**src/rtl/slow_ddr_pipeline_limiter.sv**
```systemverilog
// Avalon-MM command/return pipeline stage ahead of the slow DDR clock-crossing bridge.
// Caps outstanding reads at MAX_PENDING; define SLOW_DDR_LIMITER_STATS_EN for traffic counters.
module slow_ddr_pipeline_limiter #(
  parameter int ADDR_W      = 23,
  parameter int DATA_W      = 32,
  parameter int MAX_PENDING = 8,
  parameter int CNT_W       = 4
) (
  input  logic                  clk,
  input  logic                  reset,
  input  logic [ADDR_W-1:0]     s_address,
  input  logic [ADDR_W-1:0]     s_nativeaddress,
  input  logic [DATA_W/8-1:0]   s_byteenable,
  input  logic                  s_read,
  input  logic                  s_write,
  input  logic [DATA_W-1:0]     s_writedata,
  output logic                  s_waitrequest,
  output logic [DATA_W-1:0]     s_readdata,
  output logic                  s_readdatavalid,
  output logic                  s_endofpacket,
  output logic [ADDR_W-1:0]     m_address,
  output logic [ADDR_W-1:0]     m_nativeaddress,
  output logic [DATA_W/8-1:0]   m_byteenable,
  output logic                  m_read,
  output logic                  m_write,
  output logic [DATA_W-1:0]     m_writedata,
  input  logic                  m_waitrequest,
  input  logic [DATA_W-1:0]     m_readdata,
  input  logic                  m_readdatavalid,
  input  logic                  m_endofpacket,
  output logic                  err_unexpected_rdv
`ifdef SLOW_DDR_LIMITER_STATS_EN
  ,
  output logic [31:0]           stat_reads,
  output logic [31:0]           stat_writes,
  output logic [31:0]           stat_stall_cycles
`endif
);

  logic [CNT_W-1:0] pending;
  logic [CNT_W-1:0] pending_nxt;
  logic             cmd_valid;
  logic             hold;
  logic             rd_block;
  logic             accept;
  logic             acc_rd;
  logic             acc_wr;

  assign cmd_valid     = m_read | m_write;
  assign hold          = cmd_valid & m_waitrequest;
  assign rd_block      = (pending == CNT_W'(MAX_PENDING));
  assign s_waitrequest = hold | (s_read & ~s_write & rd_block);
  assign accept        = (s_read | s_write) & ~s_waitrequest;
  // A simultaneous read+write is taken as a write; the read is discarded.
  assign acc_rd        = accept & s_read & ~s_write;
  assign acc_wr        = accept & s_write;

  always_ff @(posedge clk) begin
    if (reset) begin
      m_address       <= '0;
      m_nativeaddress <= '0;
      m_byteenable    <= '0;
      m_read          <= 1'b0;
      m_write         <= 1'b0;
      m_writedata     <= '0;
    end else if (accept) begin
      m_address       <= s_address;
      m_nativeaddress <= s_nativeaddress;
      m_byteenable    <= s_byteenable;
      m_read          <= s_read & ~s_write;
      m_write         <= s_write;
      m_writedata     <= s_writedata;
    end else if (!hold) begin
      m_read  <= 1'b0;
      m_write <= 1'b0;
    end
  end

  // Underflowing returns leave the count at zero rather than wrapping.
  always_comb begin
    pending_nxt = pending;
    unique case ({acc_rd, m_readdatavalid})
      2'b10:   pending_nxt = pending + 1'b1;
      2'b01:   if (pending != '0) pending_nxt = pending - 1'b1;
      default: pending_nxt = pending;
    endcase
  end

  always_ff @(posedge clk) begin
    if (reset) begin
      pending            <= '0;
      err_unexpected_rdv <= 1'b0;
    end else begin
      pending <= pending_nxt;
      if (m_readdatavalid && pending == '0)
        err_unexpected_rdv <= 1'b1;
    end
  end

  always_ff @(posedge clk) begin
    if (reset) begin
      s_readdata      <= '0;
      s_readdatavalid <= 1'b0;
      s_endofpacket   <= 1'b0;
    end else begin
      s_readdata      <= m_readdata;
      s_readdatavalid <= m_readdatavalid;
      s_endofpacket   <= m_endofpacket;
    end
  end

`ifdef SLOW_DDR_LIMITER_STATS_EN
  logic stall_cycle;
  assign stall_cycle = (s_read | s_write) & s_waitrequest;

  always_ff @(posedge clk) begin
    if (reset) begin
      stat_reads        <= '0;
      stat_writes       <= '0;
      stat_stall_cycles <= '0;
    end else begin
      if (acc_rd && stat_reads != '1)
        stat_reads <= stat_reads + 32'd1;
      if (acc_wr && stat_writes != '1)
        stat_writes <= stat_writes + 32'd1;
      if (stall_cycle && stat_stall_cycles != '1)
        stat_stall_cycles <= stat_stall_cycles + 32'd1;
    end
  end
`endif

endmodule

```
**config.mk**
```make
export PLATFORM = sky130hd
export DESIGN_NAME = slow_ddr_pipeline_limiter
export DESIGN_NICKNAME = d
export VERILOG_FILES = /design/src/rtl/slow_ddr_pipeline_limiter.sv
export SDC_FILE = /design/constraint.sdc
export NUM_CORES = 1
export LEC_CHECK = 0
export BUFFER_PORTS_ARGS = -buffer_cell sky130_fd_sc_hd__buf_4
export CORE_ASPECT_RATIO = 1.1
export CORE_MARGIN = 2
export CORE_UTILIZATION = 29
export DETAILED_ROUTE_END_ITERATION = 12
export PLACE_DENSITY = 0.61
export SKIP_LAST_GASP = 1
export SYNTH_ARGS = -nofsm -noshare
export SYNTH_HDL_FRONTEND = slang
export SYNTH_SLANG_ARGS = --single-unit
export TNS_END_PERCENT = 100
```
**constraint.sdc**
```tcl
create_clock -name clk -period 3.2 [get_ports clk]
set_input_delay 0.64 -clock clk [delete_from_list [all_inputs] [get_ports clk]]
set_output_delay 0.64 -clock clk [all_outputs]
set_load 0.01 [all_outputs]
```
==> run_results.csv <==
group,metric,value,unit
detailed_routing,dr_wl_met3,1.07,mm
yosys,yosys_warnings,0,
pwr,p_per_area,626,mW/mm2
detailed_routing,drc_errors,0,
setup_path,worst_setup_path_end_kind,"register",
global_route,grt_max_degree,105,
yosys,ys_seq_area_share,47.6,%
detailed_routing,wl,12.9,mm
min_path,worstHoldPathType,"primary input to register",
cts,cts-resized-gates,0,
layout,nets,842,
timing,fin_setup_tns,0,ns
cts,numCtsBuffers,17,
detailed_routing,avgViaCountPerCell,4.21,
run_status,status,"finished, final reports clean",
global_route,antenna_found_initial,0,
yosys,synth_area,0.00517,mm2
floorplanning,std_cell_rows,51,
layout,final_cell_mix,"buf_4 (244), nand2b_1 (165), dfxtp_1 (123)",
layout,final_area,0.00774,mm2
detailed_routing,wl_met1,5.29,mm
min_path,min_from,"m_readdata[25]",
detailed_routing,wire_per_inst,13.3,um
cts,post_cts_buffers,0,
timing,rsz0062_at_grt,"false",
layout,layout_commonest_cell,"buf_4",
global_route,grt_use_total,13.5,%
min_path,min_to,"s_readdata[25]$_SDFF_PP0_",
detailed_routing,wl_met2,6.27,mm
setup_path,cp.required,3.51,ns
timing,hold_viol,0,
timing,setup_violations,0,
placement,hpwl,9.46,mm
cts,htreeDepth,4,
floorplanning,die_area,0.0189,mm2
cts,cts.sinks,123,
layout,finalNonFillerCells,968,
detailed_routing,dr.first_iter.drc_count,91,
global_route,grt_pass1_wl,20.5,mm
cts,clock_path_buffers,2,
layout,drive_gt1_share,38.6,%
layout,synthToLayoutAreaGrowth,49.7,%
floorplanning,start_util,29.4,%
yosys,ys_seq_elements,123,
floorplanning,die_h,144,um
setup_path,timing.rr.start,"m_write$_SDFFE_PP0P_",
floorplanning,io_pins,241,
setup_path,crit-reg2reg-capture,"pending[3]$_SDFFE_PP0P_",
placement,placed_cell_area,0.00705,mm2
detailed_routing,vias,4075,
yosys,avgSynthCellArea,10.6,um2
placement,gp_congestion,0.825,
timing,period_minus_slack,2.52,ns
timing,tightest_slew,0.732,ns
timing,skew,0.00755,ns
placement,place_ws,0.344,ns
pwr,p_leak,0.00365,uW
cts,cts-root-buf,"clkbuf_16",
min_path,whs_path_depth,2,
global_route,grt_overflow_total,0,
timing,fin_ws,0.675,ns
floorplanning,dieWidth,131,um
timing,timing.final.crit_share,78.9,%
placement,dp.cells,937,
setup_path,crit_arrival,2.83,ns
cts,ctsHoldBuffers,0,
detailed_routing,top_layer,"met4",
floorplanning,fp.coreArea,0.0176,mm2
timing,slew_headroom,51.2,%
setup_path,start_kind,"register",
yosys,synthCells,487,
detailed_routing,first_pass_iters,4,
global_route,grt_pass1_vias,4266,
detailed_routing,ant_nets,0,
timing,fmax,396,MHz
placement,portBuffers,240,
cts,tritoncts,"built",
setup_path,crit_type,"register to register",
cts,clk_pin_slew,0.06,ns
setup_path,r2r_cells,8,
setup_path,reg2reg_slack,0.68,ns
cts,clk_latency,0.40,ns
job,maxCapViolCount,0,
yosys,synthesis.nets,611,
setup_path,path_max_fanout,7,
timing,drv_slew,0,
yosys,synthDistinctLibCells,38,
layout,antennaDiodeCount,0,
pwr,vdd_drop_max,0.415,mV
==> power breakdown <==
part	internal, uW	leakage [uW]	switching, uW	total [uW]
sequential	1670	0.00102	81.2	1750
clock	1580	0.000336	692	2270
combinational	458	0.00230	367	825
==> critical path, cell delays in order (launching register included) <==
cell	delay, ns
dfxtp_1	0.34
o21a_1	0.29
o31ai_1	0.39
inv_1	0.14
ha_1	0.30
a21o_2	0.21
a21oi_1	0.32
o211ai_1	0.14
a221oi_1	0.28
==> metal layers <==
metal,global-route usage [%],vias up
met5,0,-
met4,5.84,0
met3,6.03,18
met2,22.6,157
met1,15.1,1859
li1,-,2041
==> flip-flops by register name, summed over array words and instances (netlist names) <==
register and flops:
m_write 1, m_read 1, pending 4, m_writedata 32
m_byteenable 4, err_unexpected_rdv 1, m_address 23, m_nativeaddress 23
s_readdata 32, s_readdatavalid 1, s_endofpacket 1
==> how the worst max path moves through the flow <==
stage,end,from,cells after the start,slack [ns]
floorplan,pending[3]$_SDFFE_PP0P_,m_waitrequest,9,0.68
global placement,pending[3]$_SDFFE_PP0P_,s_write,9,0.45
detailed placement,pending[3]$_SDFFE_PP0P_,s_write,9,0.34
CTS,pending[3]$_SDFFE_PP0P_,m_write$_SDFFE_PP0P_,8,0.70
global route,pending[3]$_SDFFE_PP0P_,m_write$_SDFFE_PP0P_,8,0.50
finish,pending[3]$_SDFFE_PP0P_,m_write$_SDFFE_PP0P_,8,0.68
==> cells in the mapped netlist (all sizes together) <==
library cell | number | area [um2]
dlygate4sd1 | 2 | 17.5
a21o | 1 | 8.76
o21a | 1 | 7.51
o31ai | 2 | 15.0
o41a | 1 | 11.3
o41ai | 1 | 8.76
o21ai | 5 | 25.0
o211ai | 1 | 7.51
nand2b | 165 | 1030
a221oi | 1 | 8.76
nor4 | 2 | 12.5
mux2i | 84 | 841
clkbuf | 22 | 92.6
a31o | 1 | 8.76
dfxtp | 123 | 2460
a21oi | 5 | 36.3
nor2b | 34 | 213
a32oi | 1 | 8.76
mux2 | 1 | 11.3
or4b | 1 | 13.8
or3b | 1 | 8.76
nor2 | 5 | 26.3
a311oi | 1 | 8.76
or4 | 1 | 7.51
nand2 | 1 | 3.75
inv | 5 | 18.8
ha | 2 | 25.0
fa | 1 | 20.0
nand3 | 1 | 5.00
nor4b | 1 | 8.76
buf | 9 | 165
xnor2 | 1 | 8.76
nor3 | 3 | 15.0
a22oi | 1 | 7.51
==> cell families (layout without fill, tap and decap cells) <==
logic type	after synthesis	count (layout)	synth area share (%)
and+or+nand+nor	215	215	26.0
DFF	123	123	47.6
muxes	85	85	16.5
buffers and inverters	38	281	5.69
AOI/OAI and AO/OA	22	22	3.15
adders and majority gates	3	3	0.871
xor gates and xnor gates	1	1	0.169
==> area by class of cell <==
class / count / area (um2)
Clock inverter: 11 / 240
Clock buffer: 20 / 457
Tap cell: 238 / 298
Timing Repair Buffer: 245 / 1850
Sequential cell: 123 / 2460
Fill cell: 1715 / 9870
Inverter: 5 / 18.8
Multi-Input combinational cell: 326 / 2410
==> per-stage QoR <==
step	hold WS [ns]	utilization, %	total power, uW
floorplan	0.470	-	2270
global placement	0.459	40.0	2590
detailed placement	0.462	40.0	2620
CTS	0.420	44.0	4920
global route	0.422	44.0	5090
finish	0.441	44.0	4850
Note: power is estimated with default switching activity, not from simulation.
